==> config.mk <==
export PLATFORM = sky130hd
export DESIGN_NAME = uart_fifo_param
export DESIGN_NICKNAME = d
export VERILOG_FILES = /design/src/rtl/uart_fifo_pkg.sv /design/src/rtl/uart_fifo_mem.sv /design/src/rtl/uart_fifo_param.sv
export SDC_FILE = /design/constraint.sdc
export NUM_CORES = 1
export LEC_CHECK = 0
export ABC_CLOCK_PERIOD_IN_PS = 3200
export CAP_MARGIN = 5
export CORE_MARGIN = 10
export CORE_UTILIZATION = 59
export CTS_CLUSTER_DIAMETER = 30
export DETAILED_ROUTE_END_ITERATION = 6
export GPL_TIMING_DRIVEN = 0
export HOLD_SLACK_MARGIN = 0.08
export PLACE_DENSITY = 0.79
export SYNTH_ARGS = -nofsm -noshare
export SYNTH_HDL_FRONTEND = slang
export SYNTH_SLANG_ARGS = --single-unit
==> constraint.sdc <==
create_clock -name clk -period 3.2 [get_ports clk]
set_input_delay 0.48 -clock clk [delete_from_list [all_inputs] [get_ports clk]]
set_output_delay 0.48 -clock clk [all_outputs]
set_load 0.02 [all_outputs]
==> src/rtl/uart_fifo_pkg.sv <==
`default_nettype none
// ============================================================================
// Module      : uart_fifo_pkg
// Description : Shared constants and width helpers for the UART FIFO and the
//               TX/RX wrappers that size their ports from it.
//                 UART_FIFO_DEF_WIDTH : default data word width (8)
//                 UART_FIFO_DEF_DEPTH : default number of entries (16)
//                 uart_fifo_ptr_w()   : pointer width for a given depth
//                 uart_fifo_cnt_w()   : occupancy width for a given depth
//                 ptr_t / count_t     : typedefs sized for the default depth
// Revision    : 1.0 - initial parametrised release
// ============================================================================
package uart_fifo_pkg;

    localparam int UART_FIFO_DEF_WIDTH = 8;
    localparam int UART_FIFO_DEF_DEPTH = 16;

    // Pointer width; a depth of 1 would give $clog2 = 0, so clamp to 1 bit.
    function automatic int uart_fifo_ptr_w(input int depth);
        return (depth > 1) ? $clog2(depth) : 1;
    endfunction

    // Occupancy needs one extra bit so that "full" (== DEPTH) is representable.
    function automatic int uart_fifo_cnt_w(input int depth);
        return uart_fifo_ptr_w(depth) + 1;
    endfunction

    typedef logic [uart_fifo_ptr_w(UART_FIFO_DEF_DEPTH)-1:0] ptr_t;
    typedef logic [uart_fifo_cnt_w(UART_FIFO_DEF_DEPTH)-1:0] count_t;

endpackage
`default_nettype wire

==> src/rtl/uart_fifo_mem.sv <==
`default_nettype none
// ============================================================================
// Module      : uart_fifo_mem
// Description : Simple dual-port DEPTH x WIDTH register array.
//               One synchronous write port, one combinational read port.
//   Ports:
//     clk      : clock
//     i_we     : write enable
//     i_waddr  : write address
//     i_wdata  : write data
//     i_raddr  : read address
//     o_rdata  : read data (combinational from i_raddr)
// Revision    : 1.0 - initial parametrised release
// ============================================================================
module uart_fifo_mem
    import uart_fifo_pkg::*;
#(
    parameter int WIDTH = UART_FIFO_DEF_WIDTH,
    parameter int DEPTH = UART_FIFO_DEF_DEPTH,
    localparam int AW   = uart_fifo_ptr_w(DEPTH)
) (
    input  logic             clk,
    input  logic             i_we,
    input  logic [AW-1:0]    i_waddr,
    input  logic [WIDTH-1:0] i_wdata,
    input  logic [AW-1:0]    i_raddr,
    output logic [WIDTH-1:0] o_rdata
);

    // Contents are deliberately not reset: the top never reads an entry it
    // has not written since the last reset/flush.
    logic [WIDTH-1:0] r_mem [DEPTH];

    always_ff @(posedge clk) begin
        if (i_we) begin
            r_mem[i_waddr] <= i_wdata;
        end
    end

    assign o_rdata = r_mem[i_raddr];

endmodule
`default_nettype wire

==> src/rtl/uart_fifo_param.sv <==
`default_nettype none
// ============================================================================
// Module      : uart_fifo_param
// Description : Parametrised FIFO for the UART TX/RX datapaths with occupancy
//               count, threshold trigger, synchronous flush and sticky
//               overrun/underrun flags.
//               Build option: define UART_FIFO_FWFT_EN for first-word-fall-
//               through reads (dout = head word, no output register).
//   Ports:
//     clk, rst    : clock, synchronous active-high reset
//     en          : gates push_in / pop_in
//     push_in     : write request, din captured when accepted
//     pop_in      : read request
//     flush       : synchronous empty (ignores en)
//     err_clr     : clears overrun / underrun
//     din         : write data
//     thres_hold  : trigger level 0..DEPTH (0 disables)
//     dout        : read data
//     empty, full : occupancy status
//     count       : occupancy 0..DEPTH
//     thres_trig  : count has reached thres_hold
//     overrun     : sticky, a push was dropped
//     underrun    : sticky, a pop was made while empty
// Revision    : 1.0 - initial parametrised release
// ============================================================================
module uart_fifo_param
    import uart_fifo_pkg::*;
#(
    parameter int WIDTH = UART_FIFO_DEF_WIDTH,
    parameter int DEPTH = UART_FIFO_DEF_DEPTH,
    localparam int AW   = uart_fifo_ptr_w(DEPTH)
) (
    input  logic             clk,
    input  logic             rst,
    input  logic             en,
    input  logic             push_in,
    input  logic             pop_in,
    input  logic             flush,
    input  logic             err_clr,
    input  logic [WIDTH-1:0] din,
    input  logic [AW:0]      thres_hold,
    output logic [WIDTH-1:0] dout,
    output logic             empty,
    output logic             full,
    output logic [AW:0]      count,
    output logic             thres_trig,
    output logic             overrun,
    output logic             underrun
);

    localparam logic [AW:0] c_FULL_COUNT = (AW+1)'(DEPTH);

    logic [AW-1:0]    r_wr_ptr;
    logic [AW-1:0]    r_rd_ptr;
    logic [AW:0]      r_count;
    logic             r_overrun;
    logic             r_underrun;

    logic             w_empty;
    logic             w_full;
    logic             w_push_req;
    logic             w_pop_req;
    logic             w_push_ok;
    logic             w_pop_ok;
    logic             w_set_ovr;
    logic             w_set_udr;
    logic             w_mem_we;
    logic [WIDTH-1:0] w_rd_data;

    assign w_empty    = (r_count == '0);
    assign w_full     = (r_count == c_FULL_COUNT);

    assign w_push_req = en & push_in;
    assign w_pop_req  = en & pop_in;
    assign w_pop_ok   = w_pop_req & ~w_empty;
    // A full FIFO still takes a push when the same-cycle pop frees a slot.
    assign w_push_ok  = w_push_req & (~w_full | w_pop_ok);

    // Errors are suppressed in a flush cycle: flush discards the requests.
    assign w_set_ovr  = w_push_req & ~w_push_ok & ~flush;
    assign w_set_udr  = w_pop_req & w_empty & ~flush;

    assign w_mem_we   = w_push_ok & ~flush & ~rst;

    uart_fifo_mem #(
        .WIDTH (WIDTH),
        .DEPTH (DEPTH)
    ) u_mem (
        .clk     (clk),
        .i_we    (w_mem_we),
        .i_waddr (r_wr_ptr),
        .i_wdata (din),
        .i_raddr (r_rd_ptr),
        .o_rdata (w_rd_data)
    );

    always_ff @(posedge clk) begin
        if (rst) begin
            r_wr_ptr <= '0;
            r_rd_ptr <= '0;
            r_count  <= '0;
        end else if (flush) begin
            r_wr_ptr <= '0;
            r_rd_ptr <= '0;
            r_count  <= '0;
        end else begin
            if (w_push_ok) begin
                r_wr_ptr <= r_wr_ptr + 1'b1;
            end
            if (w_pop_ok) begin
                r_rd_ptr <= r_rd_ptr + 1'b1;
            end
            case ({w_push_ok, w_pop_ok})
                2'b10:   r_count <= r_count + 1'b1;
                2'b01:   r_count <= r_count - 1'b1;
                default: r_count <= r_count;
            endcase
        end
    end

    // A new error in the same cycle as err_clr wins, so the flag stays set.
    always_ff @(posedge clk) begin
        if (rst) begin
            r_overrun  <= 1'b0;
            r_underrun <= 1'b0;
        end else begin
            r_overrun  <= (r_overrun  & ~err_clr) | w_set_ovr;
            r_underrun <= (r_underrun & ~err_clr) | w_set_udr;
        end
    end

`ifdef UART_FIFO_FWFT_EN
    // Head word is presented directly; undefined while empty.
    assign dout = w_rd_data;
`else
    logic [WIDTH-1:0] r_dout;

    // When full with a simultaneous push, wr_ptr == rd_ptr; the read sees the
    // old word because the array write lands at the same edge.
    always_ff @(posedge clk) begin
        if (rst) begin
            r_dout <= '0;
        end else if (w_pop_ok && !flush) begin
            r_dout <= w_rd_data;
        end
    end

    assign dout = r_dout;
`endif

    assign empty      = w_empty;
    assign full       = w_full;
    assign count      = r_count;
    assign thres_trig = (thres_hold != '0) && (r_count >= thres_hold);
    assign overrun    = r_overrun;
    assign underrun   = r_underrun;

endmodule
`default_nettype wire

==> qor.yml, run 1 <==
detailed_routing:
  num_vias: 3415
  wl_met2_um: 6640
  routed.top_layer: "met4"
  detail-route-antenna-nets: 0
  m1WireLength_um: 5340
  drt_wl_total_um: 13100
  viasPerCell: 6.04
  drc_errors: 0
  wl_met3_um: 918
  drtIter0Drc: 267
  post_drt_wl_per_cell_um: 23.1
  drtPass1Iterations: 4
clocking:
  cts_sinks: 151
  clockBufferDepth: 2
  cts-buffers-inserted: 17
  cts.reportedPaths.clkPinSlew_ns: 0.06
  htree_levels: 4
  cts-root-buf: "clkbuf_8"
  clk_latency_ns: 0.53
  cts_tree: "built"
pwr:
  p_per_area_nw_per_um2: 589
  power.leakage_nw: 2.39
  peakVddDrop_uv: 352
  seqPwrFrac: 0.491
  pwr-share-clk: 0.480
  swShare: 0.191
  cell_internal_pwr_w: 0.00353
  combPwrFrac: 0.029
  netSwitchingPower_w: 0.000833
  p_total_w: 0.00436
placement:
  pre_cts_ws_ns: -0.379
  place.port_buffers: 37
  placed_area_um2: 6760
  hpwlAfterDp_um: 8020
  place.gp.congestion: 0.817
synthesis:
  synthXorXnorAreaFrac: 0.0141
  synth_mux_area_frac: 0.145
  dominantRegCellSynth: "edfxtp_1"
  synth_top_family_by_area: "multiplexers"
  synth.top_cell.area_share: 0.618
  synth-compound-area-share: 0.0411
  synth_nets: 392
  synthAdderAreaFrac: 0.0294
  synth-seq-area-share: 0.692
  synth-edff-count: 128
  synth.distinct_cells: 45
  synth.avg_cell_area_um2: 17.4
  async_flop_share: 0
  synth_warnings: 0
  synthSimpleGateAreaFrac: 0.0580
  synth.area.top_cells: "edfxtp_1, mux4_2, dfxtp_1"
  ys_seq_elements: 151
  synth_cells: 358
  synth_area_leader_cell: "edfxtp_1"
  syn_area_um2: 6220
grt:
  grt_first_pass_wirelength_um: 20400
  antenna_found_initial: 0
  globalRoute.totalOverflow: 0
  grt_usage: 0.185
  grt_max_degree: 17
  grt_pass1_vias: 3567
worst_hold_path:
  hp-class: "register to register"
die:
  die_width_um: 123
  start_util: 0.605
  core_um2: 10300
  fp.dieH_um: 123
  rows: 37
  die-area_um2: 15000
  ios: 38
layout:
  layout_commonest_cell: "edfxtp_1"
  diodes: 0
  fin_nets: 450
  area_growth_pct: 19.1
  layout.cells.most_common_list: "edfxtp_1, clkdlybuf4s50_1, mux4_2"
  layout-drive-gt1-share: 0.205
  postLayoutCellArea_um2: 7400
sta:
  timing.final.crit_share: 0.937
  setup_violations: 0
  clock_skew_ns: 0.00535
  fin_crit_ns: 3.00
  slew_viol_final: 0
  setup_ws_ns: 0.202
  worst_pin_slew_ns: 0.829
  timing.fmax_mhz: 334
  slew_headroom: 0.445
  tns_ns: 0
  hold_violations: 0
  hold-worst-slack_ns: 0.470
  rsz0062_at_grt: "no"
worst_setup_path:
  critical_path.max_fanout: 5
  critical_path_required_ns: 2.72
  crit_type: "register to output pin"
  cp-start-kind: "register"
  crit_arrival_ns: 2.52
  end_kind: "output pin"
outcome:
  status: "finished clean"
run:
  maxCapViolCount: 0
[flip-flops by register name, indices dropped and copies added, names as in the netlist]
register	flops
count	5
overrun	1
u_mem.r_mem	128
dout	8
r_rd_ptr	4
underrun	1
r_wr_ptr	4
[final timing paths]
check | from | to | slack [ns] | depth (start not counted)
worst max register to register | count[0] | count[4] | 0.36 | 10
worst min register to register | overrun | overrun | 0.47 | 2
worst min-delay path | overrun | overrun | 0.47 | 2
worst max-delay path | count[0] | thres_trig | 0.20 | 8
[cell usage after synthesis, drive strengths merged, types with 6 or more instances]
master / count
mux2: 8
nor2: 31
inv: 11
a21oi: 8
xnor2: 6
buf: 11
mux4: 32
edfxtp: 128
o21ai: 11
mux2i: 9
dfxtp: 23
ha: 13
a22oi: 8
nand2: 12
[routing by layer]
metal  vias to the layer above  track usage
met4                         0       0.0670
li1                       1522            -
met5                         -            0
met3                        14       0.0542
met2                       126        0.297
met1                      1753        0.235
[layout make-up]
cell class / instances / area (µm²)
buffer: 15 / 83.8
clock buffer: 19 / 422
clock inverter: 13 / 204
fill: 650 / 2880
inverter: 11 / 41.3
multi-input combinational: 181 / 1790
sequential: 151 / 4300
tap: 136 / 170
timing repair buffer: 39 / 385
[worst max-delay path, cell delays in order (launching register included)]
cell and delay [ns]:
dfxtp_1 0.47, inv_1 0.13, ha_1 0.28, nand2b_1 0.13, a21oi_1 0.16, nor2b_1 0.06
o21ai_0 0.13, a21oi_1 0.08, clkdlybuf4s50_1 0.55
[what timing repair did]
action | in CTS | in global routing
endpoints found under the setup margin | 0 | 1
hold buffers | 0 | 0
gates resized for setup | 0 | 1
setup buffers | 0 | 2
[per-stage QoR]
| stage | cells | util |
|---|---|---|
| 2_1_floorplan | 358 | - |
| 3_3_place_gp | 531 | 0.657 |
| 3_5_place_dp | 531 | 0.657 |
| 4_1_cts | 563 | 0.718 |
| 5_1_grt | 565 | 0.720 |
| 6_report | 565 | 0.720 |
[power by group through the flow]
stage / sequential [W] / clock, W / combinational [W]
floorplan: 0.00218 / 0 / 0.0000482
global placement: 0.00218 / 0 / 0.000117
detailed placement: 0.00218 / 0 / 0.000122
CTS: 0.00214 / 0.00211 / 0.000124
global route: 0.00214 / 0.00219 / 0.000137
finish: 0.00214 / 0.00209 / 0.000126
[kinds of logic (layout without fill, tap and decap cells)]
| logic type | count (synthesis) | in the layout |
|---|---|---|
| XOR/XNOR | 10 | 10 |
| adder cells (fa/ha/maj) | 14 | 14 |
| AND/OR/NAND/NOR | 70 | 70 |
| multiplexers | 49 | 49 |
| buffers and inverters | 26 | 97 |
| flip-flops | 151 | 151 |
| AO/OA/AOI/OAI | 38 | 38 |
Note: power is estimated with default switching activity, not from simulation.
==> inputs of run 2 (changes only) <==
ABC_CLOCK_PERIOD_IN_PS = unset   (was 3200)
==> results of run 2 <==
No change in the layout: final DEF, timing and power equal those of run 1.
==> inputs of run 3 (changes only) <==
PLACE_DENSITY = unset   (was 0.79)
PLACE_DENSITY_LB_ADDON = 0.25   (was unset)
==> qor.yml, run 3 (synthesis results as in run 1) <==
grt:
  grt_first_pass_wirelength_um: 19300
  globalRoute.totalOverflow: 0
  grt_max_degree: 17
  grt_pass1_vias: 3444
  antenna_found_initial: 0
  grt_usage: 0.176
placement:
  place.port_buffers: 37
  place.gp.congestion: 0.783
  hpwlAfterDp_um: 8230
sta:
  timing.fmax_mhz: 333
  tns_ns: 0
  hold-worst-slack_ns: 0.486
  clock_skew_ns: 0.00821
  timing.final.crit_share: 0.939
  setup_violations: 0
  worst_pin_slew_ns: 0.917
  slew_headroom: 0.386
  fin_crit_ns: 3.01
  hold_violations: 0
  slew_viol_final: 0
  rsz0062_at_grt: "no"
detailed_routing:
  num_vias: 3312
  detail-route-antenna-nets: 0
  wl_met2_um: 6080
  wl_met3_um: 985
  routed.top_layer: "met4"
  post_drt_wl_per_cell_um: 22.0
  drc_errors: 0
  drtIter0Drc: 266
  drtPass1Iterations: 4
  drt_wl_total_um: 12400
  viasPerCell: 5.85
  m1WireLength_um: 5160
pwr:
  power.leakage_nw: 2.36
  peakVddDrop_uv: 353
  p_per_area_nw_per_um2: 561
  p_total_w: 0.00412
clocking:
  clk_latency_ns: 0.53
  cts-buffers-inserted: 17
  cts_tree: "built"
  clockBufferDepth: 2
  cts_sinks: 151
  cts-root-buf: "clkbuf_8"
  cts.reportedPaths.clkPinSlew_ns: 0.06
  htree_levels: 4
worst_setup_path:
  crit_chain: "inv_1 > ha_1 > nand2b_1 > a21oi_1 > nor2b_1 > o21ai_0 > a21oi_1 > clkdlybuf4s50_1"
  cp_top_family: "buffers and inverters"
  cp-start-kind: "register"
  end_kind: "output pin"
  cpPeakStageDelay_ns: 0.55
  critical_path.max_fanout: 5
  crit_arrival_ns: 2.53
  crit_type: "register to output pin"
  critical_path_required_ns: 2.72
  crit_top_cell: "a21oi_1"
  crit_slowest_cell: "clkdlybuf4s50_1"
  cp.buffers_inverters: 2
die:
  die-area_um2: 15000
  fp.dieH_um: 123
  core_um2: 10300
  start_util: 0.605
  ios: 38
  die_width_um: 123
  rows: 37
layout:
  layout.cells.most_common_list: "edfxtp_1, clkdlybuf4s50_1, mux4_2"
  layout_commonest_cell: "edfxtp_1"
  diodes: 0
  largest_register_ffs: 128
  top_register: "u_mem.r_mem"
  fin_nets: 451
  area_growth_pct: 18.0
  layout-drive-gt1-share: 0.207
outcome:
  status: "finished clean"
worst_hold_path:
  hp-class: "register to register"
run:
  maxCapViolCount: 0
## run 3: layout make-up
class	count	area, µm²
Clock buffer	19	422
Sequential cell	151	4300
Buffer	15	83.8
Multi-Input combinational cell	181	1790
Inverter	11	41.3
Timing Repair Buffer	40	393
Tap cell	136	170
Fill cell	656	2940
Clock inverter	13	133
## run 3: stage by stage
step                      utilization  instances  setup WS, ns  cell area [µm²]
final                           0.714        566         0.194             7340
after global routing            0.714        566        0.0595             7340
after CTS                       0.711        563        0.0634             7310
after detailed placement        0.657        531        -0.384             6760
after global placement          0.657        531        -0.291             6760
after floorplan                     -        358         0.377             6220
## run 3: routing by layer
metal / global-route usage / vias to the layer above
met5: 0 / -
met1: 0.226 / 1652
met3: 0.0606 / 17
met4: 0.0633 / 0
li1: - / 1522
met2: 0.274 / 121
## run 3: what timing repair did
item / 4_1_cts / 5_1_grt
resized for setup: 0 / 1
setup endpoints to repair: 0 / 1
buffers inserted: 0 / 3
hold buffers: 0 / 0
## run 3: worst min-delay path: stages, from the launching register on
cell and delay, ns:
dfxtp_1 0.31, nand2b_1 0.07, a21oi_1 0.06
## run 3: final timing paths
check | from | end | slack (ns) | depth (start not counted)
setup reg to reg | count[0] | count[4] | 0.37 | 10
hold / removal | overrun | overrun | 0.49 | 2
hold reg to reg | overrun | overrun | 0.49 | 2
setup / recovery | count[0] | thres_trig | 0.19 | 8
## run 3: power by group
part	switching (W)	leakage [nW]	internal (W)
registers	0.00000443	1.34	0.00214
clock network	0.000747	0.252	0.00110
logic	0.0000748	0.769	0.0000517
total	0.000826	2.36	0.00329
==> RTL edit, RTL diff (settings of run 2) <==
Put one more register stage on the output `count`, without a reset. The value now appears one clock later. The other outputs are not delayed to match.
--- a/src/rtl/uart_fifo_param.sv
+++ b/src/rtl/uart_fifo_param.sv
@@ -150,7 +150,9 @@
 
     assign empty      = w_empty;
     assign full       = w_full;
-    assign count      = r_count;
+    always_ff @(posedge clk) begin
+        count <= r_count;
+    end
     assign thres_trig = (thres_hold != '0) && (r_count >= thres_hold);
     assign overrun    = r_overrun;
     assign underrun   = r_underrun;
Formal check against the unedited RTL: not equivalent (Yosys sat finds a counterexample within 4 cycles, from zero or initial values and one cycle with rst high).
==> RTL edit against run 2 <==
  * Area after synthesis is 1.6% higher
  * Wire length fell by 3.0%
  * Cell count rose by 1.2%
  * Critical endpoint is now r_count[4]$_SDFFE_PP0P_
  * Global-route usage down 0.82 points
  * Cell area up 0.71%
  * Power fell by 3.4%
  * Worst setup slack lost 41 ps
  * Sequential cell count is 5 higher
==> RTL edit: results (changes against run 2) <==
| Metric | Value |
|---|---|
| Status | complete, no violations |
| WHS Endpoint | count[0]$_DFF_P_ |
| Start point of the worst hold path | r_count[0]$_SDFFE_PP0P_ |
| Vias in the first global route | 3465 (-2.9%) |
| CP arrival | 3500 ps (+980 ps) |
| Setup WS pre-CTS | -354.8 ps (+24.60 ps) |
| Reg2reg setup slack | 320 ps (-40 ps) |
| Leak Pwr | 2.434 nW (+1.6%) |
| Share of layout cells above drive strength 1 | 0.1995 (-0.005587) |
| Pre-Repair DR Iteration Count | 5 (+1) |
| Syn_nets | 397 (+1.3%) |
| Vias/cell | 6.042 (about the same) |
| Main area contributors after synthesis | edfxtp_1, mux4_2, dfxtp_1 |
| GP Congestion | 0.7742 (-5.2%) |
| Worst-case reg-to-reg path depth | 10 (unchanged) |
| First-pass GRT wire length | 19600 um (-4.0%) |
| Crit-path max FO | 10 (+5) |
| Worst reg2reg path startpoint | r_count[4]$_SDFFE_PP0P_ |
| HPWL after DPL | 8060 um (+0.45%) |
| Sequential area share after synthesis | 0.6973 (+0.004874) |
| Tot GR Track Use | 0.1769 (-0.008163) |
| # nets final | 457 (+1.6%) |
| Peak VDD IR | 0.0004185 V (+19%) |
| Placed cell areas | 6857 sq um (+1.5%) |
| List of most frequent post-synthesis cells | edfxtp_1, mux4_2, nor2_1 |
| Reg-to-reg endpoint | r_count[4]$_SDFFE_PP0P_ |
| DR WL/cell | 22.15 um (-4.2%) |
| Worst Tran Pin Value | 887.2 ps (+57.99 ps) |
| Final hold slack | 415.5 ps (-53.96 ps) |
| Starting DRC count in detailed routing | 299 (+12%) |
| Cell depth of the worst hold path | 0 (-2) |
| Max Clock Skew | 6.697 ps (+1.349 ps) |
| FILL cells | 667 (+2.6%) |
[RTL edit: cell type report]
class | instances | area, sq um | share of cell area
tap | 136 | 170.2 | 0.02283
multi-input combinational | 181 | 1787 | 0.2397
inverter | 11 | 41.29 | 0.005540
clock inverter | 8 | 62.56 | 0.008393
sequential | 156 | 4405 | 0.5911
buffer | 15 | 83.83 | 0.01125
clock buffer | 24 | 503.0 | 0.06748
timing repair buffer | 41 | 400.4 | 0.05372
[RTL edit: report_power, final]
group          internal (mW)  switching, mW
registers               2.20        0.00467
clock network           1.15          0.725
logic                 0.0524         0.0737
[RTL edit: routing by layer]
metal	GRT usage	wire (um)
met1	0.2322	5268
met2	0.2676	6051
met3	0.06655	1131
met4	0.05895	220
met5	0	0
[RTL edit: stage by stage]
stage | utilization | total power [mW] | cells
2_1_floorplan | - | 2.297 | 363
3_3_place_gp | 0.6612 | 2.363 | 536
3_5_place_dp | 0.6612 | 2.369 | 536
4_1_cts | 0.7157 | 4.221 | 568
5_1_grt | 0.7188 | 4.329 | 572
6_report | 0.7188 | 4.211 | 572
[RTL edit: cells by family after synthesis]
group	Yosys count	synth area share
DFF	156	0.6973
AOI/OAI and AO/OA	38	0.04041
and+or+nand+nor	70	0.05705
buffers and inverters	26	0.01981
xor gates and xnor gates	10	0.01387
muxes	49	0.1426
adders and majority gates	14	0.02892
[RTL edit: what timing repair did]
action                                  in CTS  in global routing
gates resized for setup                      0                  1
buffers inserted                             0                  4
endpoints found under the setup margin       0                  2
hold endpoints to repair                     0                  0
[RTL edit: worst max-delay path by stage]
stage | from | to | slack (ps) | cells after the start
6_report | en | r_count[4]$_SDFFE_PP0P_ | 160 | 12
3_3_place_gp | en | r_count[4]$_SDFFE_PP0P_ | -280 | 12
2_1_floorplan | r_count[0]$_SDFFE_PP0P_ | r_count[4]$_SDFFE_PP0P_ | 470 | 10
3_5_place_dp | en | r_count[4]$_SDFFE_PP0P_ | -350 | 12
5_1_grt | en | r_count[4]$_SDFFE_PP0P_ | 20 | 12
4_1_cts | r_count[0]$_SDFFE_PP0P_ | r_count[4]$_SDFFE_PP0P_ | 130 | 10
[RTL edit: critical path, stage by stage]
cell and delay (ps):
clkdlybuf4s50_1 470, nand2_1 70, clkbuf_1 240, a21oi_1 490
nand2_1 190, inv_1 150, ha_1 270, nor2b_1 140
o21a_1 200, or4b_1 470, a21o_1 180, a31oi_1 140
